## config.mk

```make
export PLATFORM = sky130hd
export DESIGN_NAME = max_tracker_32bit
export DESIGN_NICKNAME = d
export VERILOG_FILES = /design/src/rtl/max_tracker_32bit.sv
export SDC_FILE = /design/constraint.sdc
export NUM_CORES = 1
export LEC_CHECK = 0
export CAP_MARGIN = 25
export CORE_MARGIN = 1.5
export CORE_UTILIZATION = 47
export CTS_CLUSTER_SIZE = 30
export DETAILED_ROUTE_END_ITERATION = 8
export GPL_ROUTABILITY_DRIVEN = 0
export MAX_ROUTING_LAYER = met4
export PLACE_DENSITY = 0.81
export SETUP_SLACK_MARGIN = 0.4
export SYNTH_ARGS = -nofsm -noshare
export SYNTH_HDL_FRONTEND = slang
export SYNTH_SLANG_ARGS = --single-unit
```

## constraint.sdc

```tcl
create_clock -name clk -period 2.8 [get_ports clk]
set_input_delay 0.7 -clock clk [delete_from_list [all_inputs] [get_ports clk]]
set_output_delay 0.7 -clock clk [all_outputs]
set_load 0.05 [all_outputs]
```

## src/rtl/max_tracker_32bit.sv

```systemverilog
// Packet max/min/count tracker fed by signed 32-bit comparators.
// Define TRACKER_MIN_EN to compile in the minimum path; otherwise min_val reads zero.

module comparator_32bit (
  input  logic [31:0] i_a,
  input  logic [31:0] i_b,
  output logic        o_gt,
  output logic        o_eq
);
  assign o_gt = $signed(i_a) > $signed(i_b);
  assign o_eq = (i_a == i_b);
endmodule

module max_tracker_32bit (
  input  logic        clk,
  input  logic        rst_n,
  input  logic        start,
  input  logic        in_valid,
  output logic        in_ready,
  input  logic [31:0] in_data,
  input  logic        in_last,
  output logic        out_valid,
  input  logic        out_ready,
  output logic [31:0] max_val,
  output logic [31:0] min_val,
  output logic [15:0] max_count,
  output logic [15:0] sample_count
);
  typedef enum logic [1:0] {S_IDLE, S_ACCUM, S_DONE} state_t;

  state_t      r_state;
  logic        r_in_ready;
  logic        r_out_valid;
  logic        r_first;
  logic [31:0] r_max_val;
  logic [15:0] r_max_count;
  logic [15:0] r_sample_count;

  logic        w_accept;
  logic        w_max_gt;
  logic        w_max_eq;
  logic [15:0] w_max_count_inc;
  logic [15:0] w_sample_count_inc;

  assign w_accept = in_valid && r_in_ready;

  comparator_32bit u_cmp_max (
    .i_a  (in_data),
    .i_b  (r_max_val),
    .o_gt (w_max_gt),
    .o_eq (w_max_eq)
  );

  // Counters stick at all-ones rather than wrapping.
  assign w_max_count_inc    = (r_max_count == 16'hFFFF) ? r_max_count : r_max_count + 16'd1;
  assign w_sample_count_inc = (r_sample_count == 16'hFFFF) ? r_sample_count : r_sample_count + 16'd1;

`ifdef TRACKER_MIN_EN
  logic [31:0] r_min_val;
  logic        w_min_gt;
  logic        w_min_eq_unused;

  comparator_32bit u_cmp_min (
    .i_a  (r_min_val),
    .i_b  (in_data),
    .o_gt (w_min_gt),
    .o_eq (w_min_eq_unused)
  );

  always_ff @(posedge clk or negedge rst_n) begin
    if (!rst_n) begin
      r_min_val <= 32'h0;
    end else if (r_state == S_ACCUM && w_accept && (r_first || w_min_gt)) begin
      r_min_val <= in_data;
    end
  end

  assign min_val = r_min_val;
`else
  assign min_val = 32'h0;
`endif

  always_ff @(posedge clk or negedge rst_n) begin
    if (!rst_n) begin
      r_state        <= S_IDLE;
      r_in_ready     <= 1'b0;
      r_out_valid    <= 1'b0;
      r_first        <= 1'b0;
      r_max_val      <= 32'h0;
      r_max_count    <= 16'h0;
      r_sample_count <= 16'h0;
    end else begin
      case (r_state)
        S_IDLE: begin
          if (start) begin
            r_state        <= S_ACCUM;
            r_in_ready     <= 1'b1;
            r_first        <= 1'b1;
            r_max_count    <= 16'h0;
            r_sample_count <= 16'h0;
          end
        end
        S_ACCUM: begin
          if (w_accept) begin
            if (r_first) begin
              r_first        <= 1'b0;
              r_max_val      <= in_data;
              r_max_count    <= 16'd1;
              r_sample_count <= 16'd1;
            end else begin
              if (w_max_gt) begin
                r_max_val   <= in_data;
                r_max_count <= 16'd1;
              end else if (w_max_eq) begin
                r_max_count <= w_max_count_inc;
              end
              r_sample_count <= w_sample_count_inc;
            end
            if (in_last) begin
              r_state     <= S_DONE;
              r_in_ready  <= 1'b0;
              r_out_valid <= 1'b1;
            end
          end
        end
        S_DONE: begin
          if (out_ready) begin
            r_state     <= S_IDLE;
            r_out_valid <= 1'b0;
          end
        end
        default: begin
          r_state     <= S_IDLE;
          r_in_ready  <= 1'b0;
          r_out_valid <= 1'b0;
        end
      endcase
    end
  end

  assign in_ready     = r_in_ready;
  assign out_valid    = r_out_valid;
  assign max_val      = r_max_val;
  assign max_count    = r_max_count;
  assign sample_count = r_sample_count;
endmodule
```

==> run summary, run 1 <==
Post-synth EDFFs: 0
Clk slew on worst S/H paths: 0.08 ns
Clock share of power: 11.5%
Failing checks: DRC
CTS Hold Bufs: 0
Initial core utilization: 48.8%
PortBufs: 103
Total congestion overflow: 0
1st-iter DRT viols: 216
Pwr per Cell Area: 1070 nW/um2
Async SR Flop Fraction: 100%
Worst Hold Class: in -> async
#FFs+latches synth: 69
Root buffer cell: clkbuf_8
Netlist Area Pre-Place: 4300 um2
Setup WS pre-CTS: -0.512 ns
Status: finished, violations left
Routed length per instance: 18.0 um
Hold Fails Final Rpt: 0
Worst setup path category: in -> reg
Syn-to-layout area delta: 58.1%
Fin. max-slew vios: 0
Post-DRT Antenna Nets: 0
Sequential fraction of the synthesis area: 40.2%
Crit path max fanout: 6
Via count: 4117
Drt via density: 5.58
# H-tree levels: 3
FP Rows: 34
Max-Cap Viols: 0
Psw: 3340 uW
Die H: 98.6 um
Netlist cell types: 51
First-pass GRT wire length: 20.8 mm
Clock Skews: 0.00944 ns
Mapped Cells: 453
Worst slew pin tran: 0.727 ns
Post-synth top area share: 40.2%
Fin nets: 698
Comb pwr share: 66.1%
Total core area: 8810 um2
Critical path arrival: 2.97 ns
Share of cells above drive strength 1: 39.8%
Nature of the critical path startpoint: primary input
Clock latency on the worst-skew pair: 0.35 ns
IO Pins: 136
Total CTS buffers: 9
DRC viols: 13
Largest net degree at the start of global routing: 40
Antenna violations before repair: 0
PnR worst setup slack: 0.0515 ns
Tcrit/Tclk final: 98.2%
Synth warnings: 0
Die ar.: 9720 um2
Setup violators final: 0
CTS tree: built
Pleak: 0.00305 uW
Pre-Repair DR Iteration Count: 6
Internal: 3910 uW
Top_reg_cell synth: dfrtp_1
Syn Area/Cell: 9.48 um2
Gr usage total: 27.6%
Maximum root-to-sink buffer count: 2
Setup tns final: 0 ns
Critical Path End Type: flip-flop
Dpl hpwl: 7.71 mm
Sink Count: 69
WP data required: 3.02 ns
Sw Ratio: 46.1%
Die width: 98.6 um
Vias in the first global route: 4268
Highest clock rate: 364 MHz
Peak VDD IR: 0.785 mV
Flop pwr share: 22.4%
Commonest cells post-synth: 69 x dfrtp_1, 42 x inv_1, 39 x nand2_1
Layout Utilization: 77.2%
Area contributors post-synth: dfrtp_1 40%, ha_1 9.9%, mux2_2 7.9%
Minimum clock period: 2.75 ns
RSZ-0062 raised after global routing: true
Cell type with the highest aggregate area in the netlist: dfrtp_1
Most common cell in the netlist: dfrtp_1
Relative slew slack: 51.5%
Routed wire length: 13.2 mm
Antenna Cells: 0
[stage by stage]
step | total power [uW] | hold slack (ns) | std cells | area, um2
detailed placement | 5190 | 0.520 | 677 | 5680
finish | 7250 | 0.402 | 738 | 6790
global route | 7630 | 0.450 | 738 | 6790
CTS | 6830 | 0.419 | 721 | 6490
floorplan | 4080 | 0.404 | 484 | 4620
global placement | 5060 | 0.514 | 677 | 5680
[critical path: stages]
cell	delay [ns]
buf_2	0.13
ha_4	0.25
nand4_1	0.13
buf_4	0.18
a2111oi_4	0.43
o31a_1	0.26
o2111ai_2	0.16
nand3_4	0.12
buf_6	0.12
buf_12	0.12
mux2_2	0.37
[cells in the final DEF (no fill, tap or decap), drive strengths merged, types with 4 or more instances in the layout]
cell type / count
clkdlybuf4s50: 62
inv: 42
xnor2: 4
nor3: 11
nor2: 32
dfrtp: 69
o21ai: 22
nand4: 16
buf: 102
nand3: 15
mux2: 32
nand2: 40
o22a: 11
clkbuf: 12
xor2: 8
and3: 4
nor2b: 5
nor4: 7
a21oi: 22
dlymetal6s2s: 8
o31ai: 5
ha: 34
conb: 32
[flip-flops by register name, indices dropped and copies added, names as in the netlist]
signal / flops
r_first: 1
out_valid: 1
sample_count: 16
max_val: 32
r_state: 2
max_count: 16
in_ready: 1
[cell type report]
cell class | count | area [um2]
clock buffers | 11 | 151
well taps | 108 | 135
repair buffers | 173 | 1640
multi-input cells | 331 | 2910
clock inverters | 4 | 47.5
fillers | 541 | 2010
flip-flops and latches | 69 | 1750
inverters | 42 | 158
[power by group through the flow]
stage	registers (uW)	clock network, uW	logic (uW)
global placement	1600	0	3460
CTS	1590	849	4390
global route	1660	896	5070
detailed placement	1620	0	3570
finish	1620	836	4790
floorplan	2520	0	1560
[path summary, 6_finish.rpt]
kind                        startpoint      endpoint  slack [ns]  cells past startpoint
setup / recovery            in_data[8]   max_val[18]        0.05                     11
hold / removal                   rst_n   max_val[15]        0.40                      1
setup reg to reg           max_val[10]   max_val[18]        0.08                     11
hold reg to reg             max_val[8]    max_val[8]        0.54                      1
max in group asynchronous        rst_n  max_count[1]        1.71                      2
min in group clk            max_val[8]    max_val[8]        0.54                      1
[timing repair]
item | in CTS | in global routing
resized for setup | 205 | 54
buffers inserted | 26 | 15
endpoints found under the setup margin | 48 | 60
cloned | 3 | 2
pin swaps | 35 | 20
[metal layers]
layer | global-route usage (%) | wire length [um]
met4 | 8.79 | 476
met1 | 31.8 | 5310
met3 | 5.32 | 622
met2 | 48.7 | 6840
met5 | - | 0
[kinds of logic (layout without fill, tap and decap cells)]
group           Yosys count  in the layout  synth area share (%)
compound gates           80             80                  12.2
xor+xnor                 12             12                  2.45
flops                    69             69                  40.2
other cells               1             32                0.0873
buf+inv                  84            230                  10.7
simple gates            141            141                  16.1
mux                      32             32                  8.39
fa+ha+maj                34             34                  9.90
Note: power is estimated with default switching activity, not from simulation.
==> run 2: changes to the inputs <==
- MAX_ROUTING_LAYER: met4 -> default
==> run summary, run 2 (same netlist as run 1, synthesis figures left out) <==
Status: finished, violations left
Failing checks: DRC, setup timing
Die width: 98.6 um (unchanged)
Total congestion overflow: 0 (unchanged)
Via count: 4081 (-0.87%)
Layout Utilization: 77.3% (+0.099 points)
Maximum root-to-sink buffer count: 2 (unchanged)
Routed length per instance: 18.3 um (+1.9%)
Relative slew slack: 51.4% (-0.16 points)
Footprint of the multi-input gates: 2890 um2 (-0.77%)
Antenna violations before repair: 0 (unchanged)
Total core area: 8810 um2 (unchanged)
Pre-Repair DR Iteration Count: 6 (unchanged)
Worst Hold Class: in -> async
Pwr per Cell Area: 1090 nW/um2 (+1.9%)
Gr usage total: 26.8% (-0.85 points)
Largest net degree at the start of global routing: 40 (unchanged)
Critical Path End Type: flip-flop
Reg area: 1750 um2 (unchanged)
Hold Fails Final Rpt: 0 (unchanged)
Vias in the first global route: 4276 (+0.19%)
IO Pins: 136 (unchanged)
Critical path's slowest cell: nor4_2
Setup violators final: 1 (+1)
RSZ-0062 raised after global routing: true
Most frequent cells in the layout: 62 x clkdlybuf4s50_1, 53 x buf_4, 50 x dfrtp_1
CTS Hold Bufs: 0 (unchanged)
Share of cells above drive strength 1: 39.4% (-0.48 points)
Clk slew on worst S/H paths: 0.08 ns (about the same)
Psw: 3380 uW (+1.1%)
Fin. max-slew vios: 0 (unchanged)
Clock Skews: 0.0118 ns (+0.00239 ns)
Dpl cells: 677 (unchanged)
Nature of the critical path startpoint: primary input
# H-tree levels: 3 (unchanged)
PnR worst setup slack: -0.00627 ns (-0.0578 ns)
Root buffer cell: clkbuf_8
PortBufs: 103 (unchanged)
Dpl hpwl: 7.71 mm (unchanged)
FP Rows: 34 (unchanged)
Internal: 4020 uW (+2.9%)
Sw Ratio: 45.7% (-0.43 points)
Clock latency on the worst-skew pair: 0.34 ns (about the same)
CTS tree: built
Post-DRT Antenna Nets: 0 (unchanged)
Flop pwr share: 21.9% (-0.5 points)
Routed wire length: 13.5 mm (+1.9%)
1st-iter DRT viols: 206 (-4.6%)
Worst r2r path cells: 11 (unchanged)
Crit-path max cell delay: 0.44 ns (about the same)
DRC viols: 13 (unchanged)
Sink Count: 69 (unchanged)
Minimum clock period: 2.81 ns (+0.0578 ns)
Setup tns final: -0.00627 ns (-0.00627 ns)
FILL cells: 532 (-1.7%)
Max-Cap Viols: 0 (unchanged)
Commonest non-fill, non-tap cell in the layout: clkdlybuf4s50_1
Fin cells: 738 (unchanged)
Fin nets: 698 (unchanged)
Peak VDD IR: 0.799 mV (+1.9%)
Total CTS buffers: 9 (unchanged)
First-pass GRT wire length: 20.8 mm (unchanged)
Pleak: 0.00304 uW (-0.22%)
Worst setup path category: in -> reg
Crit-path cells: buf_2 -> ha_4 -> nand4_1 -> nor4_2 -> buf_4 -> o31a_1 -> o2111ai_2 -> nand3_4 -> buf_6 -> buf_12 -> mux2_2
Max reg flops: 32 (unchanged)
Crit path max fanout: 6 (unchanged)
Antenna Cells: 0 (unchanged)
Tcrit/Tclk final: 100% (+2.1 points)
Drt via density: 5.53 (-0.87%)
Die ar.: 9720 um2 (unchanged)
WP data required: 3.02 ns (about the same)
Critical path arrival: 3.03 ns (+0.06 ns)
Initial core utilization: 48.8% (unchanged)
Worst slew pin tran: 0.730 ns (+0.00235 ns)
Syn-to-layout area delta: 58.3%
Clock share of power: 11.2% (-0.3 points)
Highest clock rate: 356 MHz (-2.1%)
Die H: 98.6 um (unchanged)
Comb pwr share: 66.9% (+0.8 points)
Total power: 7400 uW (+2.1%)
-- run 2: worst max-delay path, delay by kind of cell --
family                   cells  cell delay (ns)
AND/OR/NAND/NOR              3             0.77
multiplexers                 1             0.37
AO/OA/AOI/OAI                2             0.34
adder cells (fa/ha/maj)      1             0.25
buffers and inverters        4             0.58
-- run 2: power groups by stage --
stage / logic (uW) / clock network [uW] / registers (uW)
final: 4950 / 833 / 1620
after global routing: 5210 / 895 / 1660
after CTS: 4390 / 849 / 1590
after detailed placement: 3570 / 0 / 1620
after global placement: 3460 / 0 / 1600
after floorplan: 1560 / 0 / 2520
-- run 2: layer usage --
| layer | global-route usage (%) | vias to the layer above | wire, um |
|---|---|---|---|
| met2 | 48.9 | 147 | 6980 |
| li1 | - | 1872 | - |
| met4 | 8.79 | 0 | 508 |
| met1 | 31.4 | 2023 | 5400 |
| met3 | 5.60 | 39 | 606 |
| met5 | 0 | - | 0 |
-- run 2: path summary, 6_finish.rpt --
kind | startpoint | slack, ns | to
hold / removal | rst_n | 0.41 | max_val[15]
setup / recovery | in_data[20] | -0.006 | max_val[18]
hold reg to reg | max_val[8] | 0.54 | max_val[8]
min in group clk | max_val[8] | 0.54 | max_val[8]
setup reg to reg | max_val[21] | 0.01 | max_val[18]
max in group asynchronous | rst_n | 1.71 | max_count[1]
-- run 2: timing repair --
action / CTS / global route
setup endpoints to repair: 48 / 60
pin swaps: 35 / 17
gates resized for setup: 205 / 43
gates cloned: 3 / 1
setup buffers: 26 / 16
-- run 2: final cells by class --
class,count,area share [%]
tap,108,1.99
sequential,69,25.7
clock buffer,11,2.23
multi-input combinational,331,42.4
timing repair buffer,173,24.6
clock inverter,4,0.699
inverter,42,2.32
-- run 2: metrics by stage --
stage | hold slack (ns) | setup WS, ns | area, um2
after floorplan | 0.404 | 0.160 | 4620
after global placement | 0.514 | -0.464 | 5680
after detailed placement | 0.520 | -0.512 | 5680
after CTS | 0.419 | 0.185 | 6490
after global routing | 0.450 | -0.0807 | 6800
final | 0.406 | -0.00627 | 6800
